`src/rtl/mem_fetch_sequencer.sv`:
```
// Address sequencer for a 10-neuron dense layer: streams x[i] and ten weight
// rows, then one bias read, then signals completion to the downstream MAC.
module mem_fetch_sequencer #(
  parameter int unsigned N_IN   = 784,
  parameter logic [15:0] X_BASE = 16'd0,
  parameter logic [15:0] W_BASE = 16'd1024,
  parameter logic [15:0] B_BASE = 16'd8864
) (
  input  logic         clock_mem,
  input  logic         rst,
  input  logic         start,
  input  logic         abort,
  input  logic         acc_ready,
  output logic         rd_en,
  output logic [15:0]  x_addr,
  output logic [159:0] w_addr_flat,
  output logic [159:0] b_addr_flat,
  output logic         data_valid,
  output logic         bias_valid,
  output logic         mac_clr,
  output logic         busy,
  output logic         done
);

  localparam logic [11:0] I_LAST = 12'(N_IN - 32'd1);

  localparam int unsigned X_MAX = 32'(X_BASE) + N_IN - 32'd1;
  localparam int unsigned W_MAX = 32'(W_BASE) + 32'd10 * N_IN - 32'd1;
  localparam int unsigned B_MAX = 32'(B_BASE) + 32'd9;
  localparam bit PARAMS_OK = (N_IN >= 32'd1) && (N_IN <= 32'd4095) &&
                             (X_MAX < 32'd32768) && (W_MAX < 32'd32768) &&
                             (B_MAX < 32'd32768);

  typedef enum logic [2:0] {
    IDLE  = 3'd0,
    FETCH = 3'd1,
    BIAS  = 3'd2,
    DRAIN = 3'd3,
    DONE  = 3'd4
  } state_e;

  state_e      state_q, state_d;
  logic [11:0] i_q, i_d;
  logic        rd_en_s;
  logic        data_valid_q, data_valid_d;
  logic        bias_valid_q, bias_valid_d;
  logic        mac_clr_q, mac_clr_d;

  // Next-state, index and read-strobe logic; abort suppresses the read it cancels.
  always_comb begin
    state_d      = state_q;
    i_d          = i_q;
    rd_en_s      = 1'b0;
    mac_clr_d    = 1'b0;
    data_valid_d = 1'b0;
    bias_valid_d = 1'b0;
    case (state_q)
      IDLE: begin
        if (start && !abort) begin
          state_d   = FETCH;
          i_d       = 12'd0;
          mac_clr_d = 1'b1;
        end else begin
          state_d = IDLE;
        end
      end
      FETCH: begin
        if (abort) begin
          state_d = IDLE;
        end else if (acc_ready) begin
          rd_en_s      = 1'b1;
          data_valid_d = 1'b1;
          if (i_q == I_LAST) begin
            state_d = BIAS;
          end else begin
            i_d = i_q + 12'd1;
          end
        end else begin
          state_d = FETCH;
        end
      end
      BIAS: begin
        if (abort) begin
          state_d = IDLE;
        end else if (acc_ready) begin
          rd_en_s      = 1'b1;
          bias_valid_d = 1'b1;
          state_d      = DRAIN;
        end else begin
          state_d = BIAS;
        end
      end
      DRAIN: begin
        if (abort) begin
          state_d = IDLE;
        end else begin
          state_d = DONE;
        end
      end
      DONE:    state_d = IDLE;
      default: state_d = IDLE;
    endcase
  end

  // State, index and one-cycle-delayed valid/clear flags.
  always_ff @(posedge clock_mem or negedge rst) begin
    if (!rst) begin
      state_q      <= IDLE;
      i_q          <= 12'd0;
      data_valid_q <= 1'b0;
      bias_valid_q <= 1'b0;
      mac_clr_q    <= 1'b0;
    end else begin
      state_q      <= state_d;
      i_q          <= i_d;
      data_valid_q <= data_valid_d;
      bias_valid_q <= bias_valid_d;
      mac_clr_q    <= mac_clr_d;
    end
  end

  // i only moves on an issued read, so addresses hold through stalls.
  assign x_addr = X_BASE + {4'd0, i_q};

  for (genvar k = 0; k < 10; k++) begin : g_neuron
    localparam logic [15:0] W_ROW = 16'(32'(W_BASE) + 32'(k) * N_IN);
    assign w_addr_flat[16*k +: 16] = W_ROW + {4'd0, i_q};
    assign b_addr_flat[16*k +: 16] = B_BASE + 16'(k);
  end

  assign rd_en      = rd_en_s;
  assign data_valid = data_valid_q;
  assign bias_valid = bias_valid_q;
  assign mac_clr    = mac_clr_q;
  assign busy       = (state_q == FETCH) || (state_q == BIAS) || (state_q == DRAIN);
  assign done       = (state_q == DONE);

  // Simulation-only guards: illegal parameter sets and overlapping valid strobes.
  a_params_legal: assert property (@(posedge clock_mem) PARAMS_OK)
    else $error("mem_fetch_sequencer: parameter set produces addresses >= 32768 or bad N_IN");
  a_valid_excl: assert property (@(posedge clock_mem) disable iff (!rst)
    !(data_valid_q && bias_valid_q));

endmodule

```
`config.mk`:
```
export PLATFORM = sky130hd
export DESIGN_NAME = mem_fetch_sequencer
export DESIGN_NICKNAME = d
export VERILOG_FILES = /design/src/rtl/mem_fetch_sequencer.sv
export SDC_FILE = /design/constraint.sdc
export NUM_CORES = 1
export LEC_CHECK = 0
export BUFFER_PORTS_ARGS = -buffer_cell sky130_fd_sc_hd__buf_2
export CELL_PAD_IN_SITES_DETAIL_PLACEMENT = 0
export CELL_PAD_IN_SITES_GLOBAL_PLACEMENT = 1
export CORE_AREA = 2 2 136 138
export DETAILED_ROUTE_END_ITERATION = 8
export DIE_AREA = 0 0 138 140
export PLACE_DENSITY_LB_ADDON = 0.1
export SLEW_MARGIN = 20
export SYNTH_ARGS = -nofsm -noshare
export SYNTH_HDL_FRONTEND = slang
export SYNTH_SLANG_ARGS = --single-unit
```
`constraint.sdc`:
```
create_clock -name clock_mem -period 2.7 [get_ports clock_mem]
set_input_delay 0 -clock clock_mem [delete_from_list [all_inputs] [get_ports clock_mem]]
set_output_delay 0 -clock clock_mem [all_outputs]
set_load 0.1 [all_outputs]
```
==> results by group, run 1 <==
Run status
  – Status: finished clean

Critical path
  – CP max stage delay: about 550 ps
  – Setup CP Type: reg2out
  – Worst path arrival time: 2540 ps
  – Crit. End Element: output pin
  – Req. time, crit path: 2700 ps
  – Ordered list of cells on the worst path: clkinvlp_4 -> ha_4 -> a21o_4 -> a211oi_2 -> nor2_1 -> xnor2_4 -> buf_12
  – Startpoint types: flop
  – Worst Path Max Fanout: 8
  – Worst path slowest cell: dfrtp_4

Drt
  – Via count: between 2000 and 3000
  – Vias/cell: 3.447
  – Wire per inst: 13.11 um
  – Routed Antenna Nets: 0
  – DRC violations left: 0
  – Drt first-iter violations: 94
  – Drt total wl: 10920 um
  – Initial DRT Pass Iterations: 4

Synth
  – Warnings from Yosys: 0
  – Yosys reg bits: 18
  – Mapped cell area: between 3000 and 4000 sq um
  – Yosys top cell by area: buf_4
  – Synth top area share: around 48%
  – Synth area leaders: buf_4 (48%), dfrtp_1 (11%), xnor2_1 (8.3%)
  – Seq/Total Area, Yosys: 11.48%
  – Async S/R FF share, synth: between 90% and 100%
  – Post-Syn Area per Cell: ~7.7 sq um
  – Ys flop type: dfrtp_1
  – Post-synth EDFFs: 0
  – Gate count after technology mapping: ~510
  – Synth unique cells: 43

Floorplan
  – Die Area: approximately 19000 sq um
  – Die height: between 100 and 150 um
  – Initial Utilization: between 20% and 30%
  – I/O Pins: about 350
  – Core Area: roughly 18000 sq um
  – FP Rows: a little under 50
  – Die W: approximately 140 um

Finish
  – Fin area: between 5000 and 6000 sq um
  – Most common library cell in the layout ignoring fill and taps: conb_1
  – Commonest cells after routing, fill and taps aside: conb_1 (188), buf_2 (138), xnor2_4 (22)
  – Ant. Diodes: 0
  – Fraction of layout cells with a size suffix above 1: roughly 45%
  – Final net count: 633
  – Area grow syn2layout: 30.92%

Power and ir drop
  – Pwr Density: between 700 and 800 nW/um^2
  – Maximum vdd drop: about 0.85 mV
  – Total power: ~4 mW
  – Leak pwr: around 2.7 nW

Clock tree
  – Worst skew pair latency: roughly 250 ps
  – Htree depth: 1
  – CTS tree: yes
  – Num CTS Buffers: 3
  – Clk sink count: 18
  – Bufs on Longest Clock Path: 2
  – Clk slew on worst S/H paths: about 60 ps
  – Setup Fix Bufs, Post-CTS: 0
  – CTS root buffer: clkbuf_16
  – Post-CTS Resized: 0

Global route
  – GRT overflow: 0
  – First-pass GRT wire length: around 16000 um
  – GRT Util Overall: 10.20%
  – Vias in the first global route: between 2000 and 3000
  – Initial antenna violation count: 0
  – Largest net degree at the start of global routing: 21

Timing
  – Peak Freq: 0.3930 GHz
  – RSZ-0062 raised after global routing: false
  – Tmin final: 2545 ps
  – Setup WS post-layout: roughly 160 ps
  – Max Slew Vio Count: 0
  – Hold Fails Final Rpt: 0
  – Worst slew pin tran: roughly 830 ps
  – Worst Clk Skew: 4.296 ps
  – Finish-stage setup viols: 0
  – Hold WS: between 60 and 70 ps
  – Slew margin rel.: ~44%
  – Final period util: between 90% and 100%

Place
  – Port-buffer cells: 158
  – Dpl cell area: just over 5000 sq um
  – RePlAce Congestion: between 0.7 and 0.8
  – Pre-CTS WS: about 370 ps
  – DP HPWL: slightly above 9000 um

Hold path
  – Worst hold path class: in2reg

Run
  – Max-Cap Viols: 0
==> area by class of cell <==
cell class / count / area [sq um]
Timing Repair Buffer: 174 / 1214
Sequential cell: 18 / 471.7
Fill cell: 1909 / 12640
Clock buffer: 4 / 78.83
Multi-Input combinational cell: 387 / 2984
Inverter: 21 / 103.9
Tap cell: 229 / 286.5
==> metal layers <==
metal	share of wire, %	track usage [%]
met5	0	0
met4	0.037	0.3222
met3	6.1	1.744
met2	53	19.36
met1	41	12.71
==> flip-flops by register name, summed over array words and instances, names as in the netlist <==
register / flops
i_q: 12
state_q: 3
bias_valid: 1
data_valid: 1
mac_clr: 1
==> through the flow <==
stage          utilization, %  TNS [ps]  instances
2_1_floorplan               -     -4046        694
3_3_place_gp            28.40         0        828
3_5_place_dp            28.40         0        828
4_1_cts                 28.90         0        833
5_1_grt                 28.90         0        833
6_report                28.90         0        833
==> critical path, delay by kind of cell (launching register included) <==
kind            cells  cell delay [ps]
simple gates        1              170
buf+inv             2              500
flops               1              550
fa+ha+maj           1              260
compound gates      2              590
xor+xnor            1              210
==> synth_stat cells (all sizes together) (2+ instances only) <==
cell type    n
buf        258
xnor2       37
ha          23
nand2       23
inv         19
dfrtp       18
a21oi       14
o21ai       14
nor2        13
nand3       12
a31oi       11
clkbuf      10
and3         7
xor2         6
a21o         5
nor3         5
and2         4
nor2b        3
a21bo        2
a41oi        2
clkinv       2
conb         2
mux2i        2
nand4        2
o21bai       2
o22a         2
==> timing repair <==
action	CTS	global route
endpoints found under the setup margin	0	0
hold endpoints to repair	18	0
hold buffers	1	0
==> cells by family after synthesis <==
group,Yosys count,synth area share (%)
buffers and inverters,289,52.25
adders and majority gates,23,7.332
xor gates and xnor gates,43,9.595
other,2,0.1913
muxes,2,0.5101
and+or+nand+nor,73,9.149
AOI/OAI and AO/OA,58,9.500
DFF,18,11.48
==> power breakdown <==
group / internal [mW] / switching [mW] / leakage (nW)
clock: 0.201 / 0.107 / 0.0382
combinational: 0.359 / 3.08 / 2.44
sequential: 0.296 / 0.0678 / 0.234
total: 0.856 / 3.25 / 2.71
==> final timing paths <==
kind / from / end / slack (ps) / depth (start not counted)
setup / recovery: i_q[6]$_DFFE_PN0P_ / w_addr_flat[91] / 160 / 7
hold / removal: start / state_q[0]$_DFFE_PN0P_ / 60 / 3
setup reg to reg: i_q[7]$_DFFE_PN0P_ / i_q[3]$_DFFE_PN0P_ / 560 / 7
hold reg to reg: i_q[10]$_DFFE_PN0P_ / i_q[10]$_DFFE_PN0P_ / 530 / 1
max in group asynchronous: rst / i_q[7]$_DFFE_PN0P_ / 2110 / 2
min in group asynchronous: rst / i_q[4]$_DFFE_PN0P_ / 240 / 2
No activity file was read; power rests on OpenSTA's default activity.
==> run 2: changes to the inputs <==
--- a/config.mk
+++ b/config.mk
@@ -14,2 +14,3 @@
 export PLACE_DENSITY_LB_ADDON = 0.1
+export SETUP_SLACK_MARGIN = 0.15
 export SLEW_MARGIN = 20
==> constraint.sdc (replaced) <==
create_clock -name clock_mem -period 2.7 [get_ports clock_mem]
set_input_delay 0.54 -clock clock_mem [delete_from_list [all_inputs] [get_ports clock_mem]]
set_output_delay 0.54 -clock clock_mem [all_outputs]
set_load 0.1 [all_outputs]
==> run 2 against run 1 <==
Net effect: clock power increased by 7.1%; final cell count increased by 4.4%; sequential share of layout area decreased by 2.0 points; clock skew decreased by 2.7 ps; cell area increased by 29%; die area unchanged; utilization increased by 8.5 points; global-route usage increased by 1.1 points; non-clock buffer count increased by 37.
==> results by group, run 2 (synthesis results as in run 1) <==
Place
  – Dpl cell area: 6222 sq um (was 5050 sq um)
  – Inst Count DP: 840 (was 828)
  – DP HPWL: 10050 um (was 9229 um)
  – RePlAce Congestion: 0.7145 (was 0.7595)
  – Port-buffer cells: 158 (unchanged)
  – Pre-CTS WS: 192.4 ps (was 373.1 ps)

Timing
  – Final period util: 94.33% (was 94.25%)
  – Hold WS: 229.2 ps (was 63.42 ps)
  – Max Slew Vio Count: 0 (unchanged)
  – Setup WS post-layout: 153.1 ps (was 155.2 ps)
  – Worst Clk Skew: 1.612 ps (was 4.296 ps)
  – Final setup TNS: 0 ps (unchanged)
  – Worst slew pin tran: 516.9 ps (was 827.0 ps)
  – Hold Fails Final Rpt: 0 (unchanged)
  – Slew margin rel.: 65.78% (was 44.45%)
  – Tmin final: 2547 ps (was 2545 ps)
  – RSZ-0062 raised after global routing: true (was false)
  – Peak Freq: 0.3926 GHz (was 0.3930 GHz)
  – Finish-stage setup viols: 0 (unchanged)

Clock tree
  – Bufs on Longest Clock Path: 2 (unchanged)
  – CTS root buffer: clkbuf_16 (unchanged)
  – Num CTS Buffers: 3 (unchanged)
  – Clk slew on worst S/H paths: 50 ps (was 60 ps)
  – Clk sink count: 18 (unchanged)
  – Worst skew pair latency: 250 ps (about the same)
  – Htree depth: 1 (unchanged)
  – CTS tree: yes (unchanged)

Drt
  – Drt first-iter violations: 74 (was 94)
  – Vias/cell: 3.495 (was 3.447)
  – Via count: 3041 (was 2871)
  – Drt total wl: 11830 um (was 10920 um)
  – Initial DRT Pass Iterations: 4 (unchanged)
  – Routed Antenna Nets: 0 (unchanged)
  – DRC violations left: 0 (unchanged)
  – Wire per inst: 13.60 um (was 13.11 um)

Finish
  – Area grow syn2layout: 69.37% (was 30.92%)
  – Fin util: 37.39% (was 28.90%)
  – Final net count: 670 (was 633)
  – Biggest register: i_q (unchanged)
  – Fin area: 6648 sq um (was 5139 sq um)
  – Most common library cell in the layout ignoring fill and taps: conb_1 (unchanged)
  – Commonest cells after routing, fill and taps aside: conb_1 (188), buf_2 (95), buf_12 (67) (was conb_1 (188), buf_2 (138), xnor2_4 (22))
  – Top Registers: i_q (12), state_q (3) (unchanged)
  – Fraction of layout cells with a size suffix above 1: 53.82% (was 44.87%)
  – Non-Filler Instances: 870 (was 833)
  – Ant. Diodes: 0 (unchanged)
  – Flip-flop count of the largest register after layout: 12 (unchanged)

Run status
  – Status: finished clean (unchanged)

Power and ir drop
  – Pwr Density: 682.1 nW/um^2 (was 799.2 nW/um^2)
  – Sequential share of power: 7.4% (was 8.9%)
  – Net Sw Frac: 73.30% (was 79.15%)
  – Combinational Power Share: 85.4% (was 83.6%)
  – Maximum vdd drop: 0.6799 mV (was 0.8500 mV)
  – Total power: 4.534 mW (was 4.107 mW)
  – Clk pwr share: 7.3% (was 7.5%)
  – Internal power: 1.210 mW (was 856.4 uW)
  – Leak pwr: 3.219 nW (was 2.711 nW)
  – Switching component of the power: 3.324 mW (was 3.251 mW)

Critical path
  – Req. time, crit path: 2160 ps (was 2700 ps)
  – Startpoint types: flop (unchanged)
  – Worst Path Max Fanout: 5 (was 8)
  – Worst path arrival time: 2010 ps (was 2540 ps)
  – Crit. End Element: output pin (unchanged)
  – Setup CP Type: reg2out (unchanged)

Floorplan
  – Core Area: 17780 sq um (unchanged)
  – Die W: 138 um (unchanged)
  – Die height: 140 um (unchanged)
  – FP Rows: 49 (unchanged)
  – I/O Pins: 347 (unchanged)
  – Die Area: 19320 sq um (unchanged)
  – Initial Utilization: 22.08% (unchanged)

Hold path
  – Worst hold path class: in2async (was in2reg)

Run
  – Max-Cap Viols: 0 (unchanged)

Global route
  – GRT Util Overall: 11.30% (was 10.20%)
  – Largest net degree at the start of global routing: 19 (was 21)
  – Initial antenna violation count: 0 (unchanged)
  – First-pass GRT wire length: 17480 um (was 15860 um)
  – Vias in the first global route: 2791 (was 2532)
  – GRT overflow: 0 (unchanged)
-- run 2: worst max-delay path: stages (launching register included) --
cell and delay [ps]:
dfrtp_4 440, clkinvlp_4 210, ha_4 220, a21o_1 170
a21o_1 190, a21oi_4 190, xnor2_4 150, buf_12 190
-- run 2: layout make-up --
| cell class | count | area [sq um] |
|---|---|---|
| repair buffers | 211 | 2207 |
| inverters | 21 | 153.9 |
| flip-flops and latches | 18 | 480.5 |
| multi-input cells | 387 | 3431 |
| well taps | 229 | 286.5 |
| fillers | 1790 | 11130 |
| clock buffers | 4 | 88.84 |
-- run 2: worst paths after layout --
check | from | endpoint | slack, ps | depth (start not counted)
max | i_q[5]$_DFFE_PN0P_ | w_addr_flat[59] | 150 | 7
min | rst | state_q[1]$_DFFE_PN0P_ | 230 | 1
max reg2reg | i_q[11]$_DFFE_PN0P_ | i_q[5]$_DFFE_PN0P_ | 650 | 6
min reg2reg | i_q[11]$_DFFE_PN0P_ | i_q[11]$_DFFE_PN0P_ | 630 | 1
max in group asynchronous | rst | i_q[9]$_DFFE_PN0P_ | 2120 | 1
min in group clock_mem | start | state_q[0]$_DFFE_PN0P_ | 590 | 3
-- run 2: power groups by stage --
stage / Clock, mW / Combinational, mW / Sequential, mW
final: 0.330 / 3.87 / 0.334
after global routing: 0.352 / 3.95 / 0.343
after CTS: 0.339 / 3.82 / 0.336
after detailed placement: 0 / 3.74 / 0.354
after global placement: 0 / 3.74 / 0.353
after floorplan: 0 / 3.40 / 0.488
-- run 2: repair_timing --
action                                  CTS  global route
endpoints found under the setup margin   34            16
hold buffers                              0             0
gates resized for setup                  21             5
buffers inserted                         17             9
pin swaps                                10            11
-- run 2: per-layer routing --
metal  part of all wire [%]  GRT usage, %  wire length [um]
met5                      0             0                 0
met4                   0.76         1.343                90
met3                    6.0         1.504               709
met2                     53         20.74              6263
met1                     40         14.55              4771
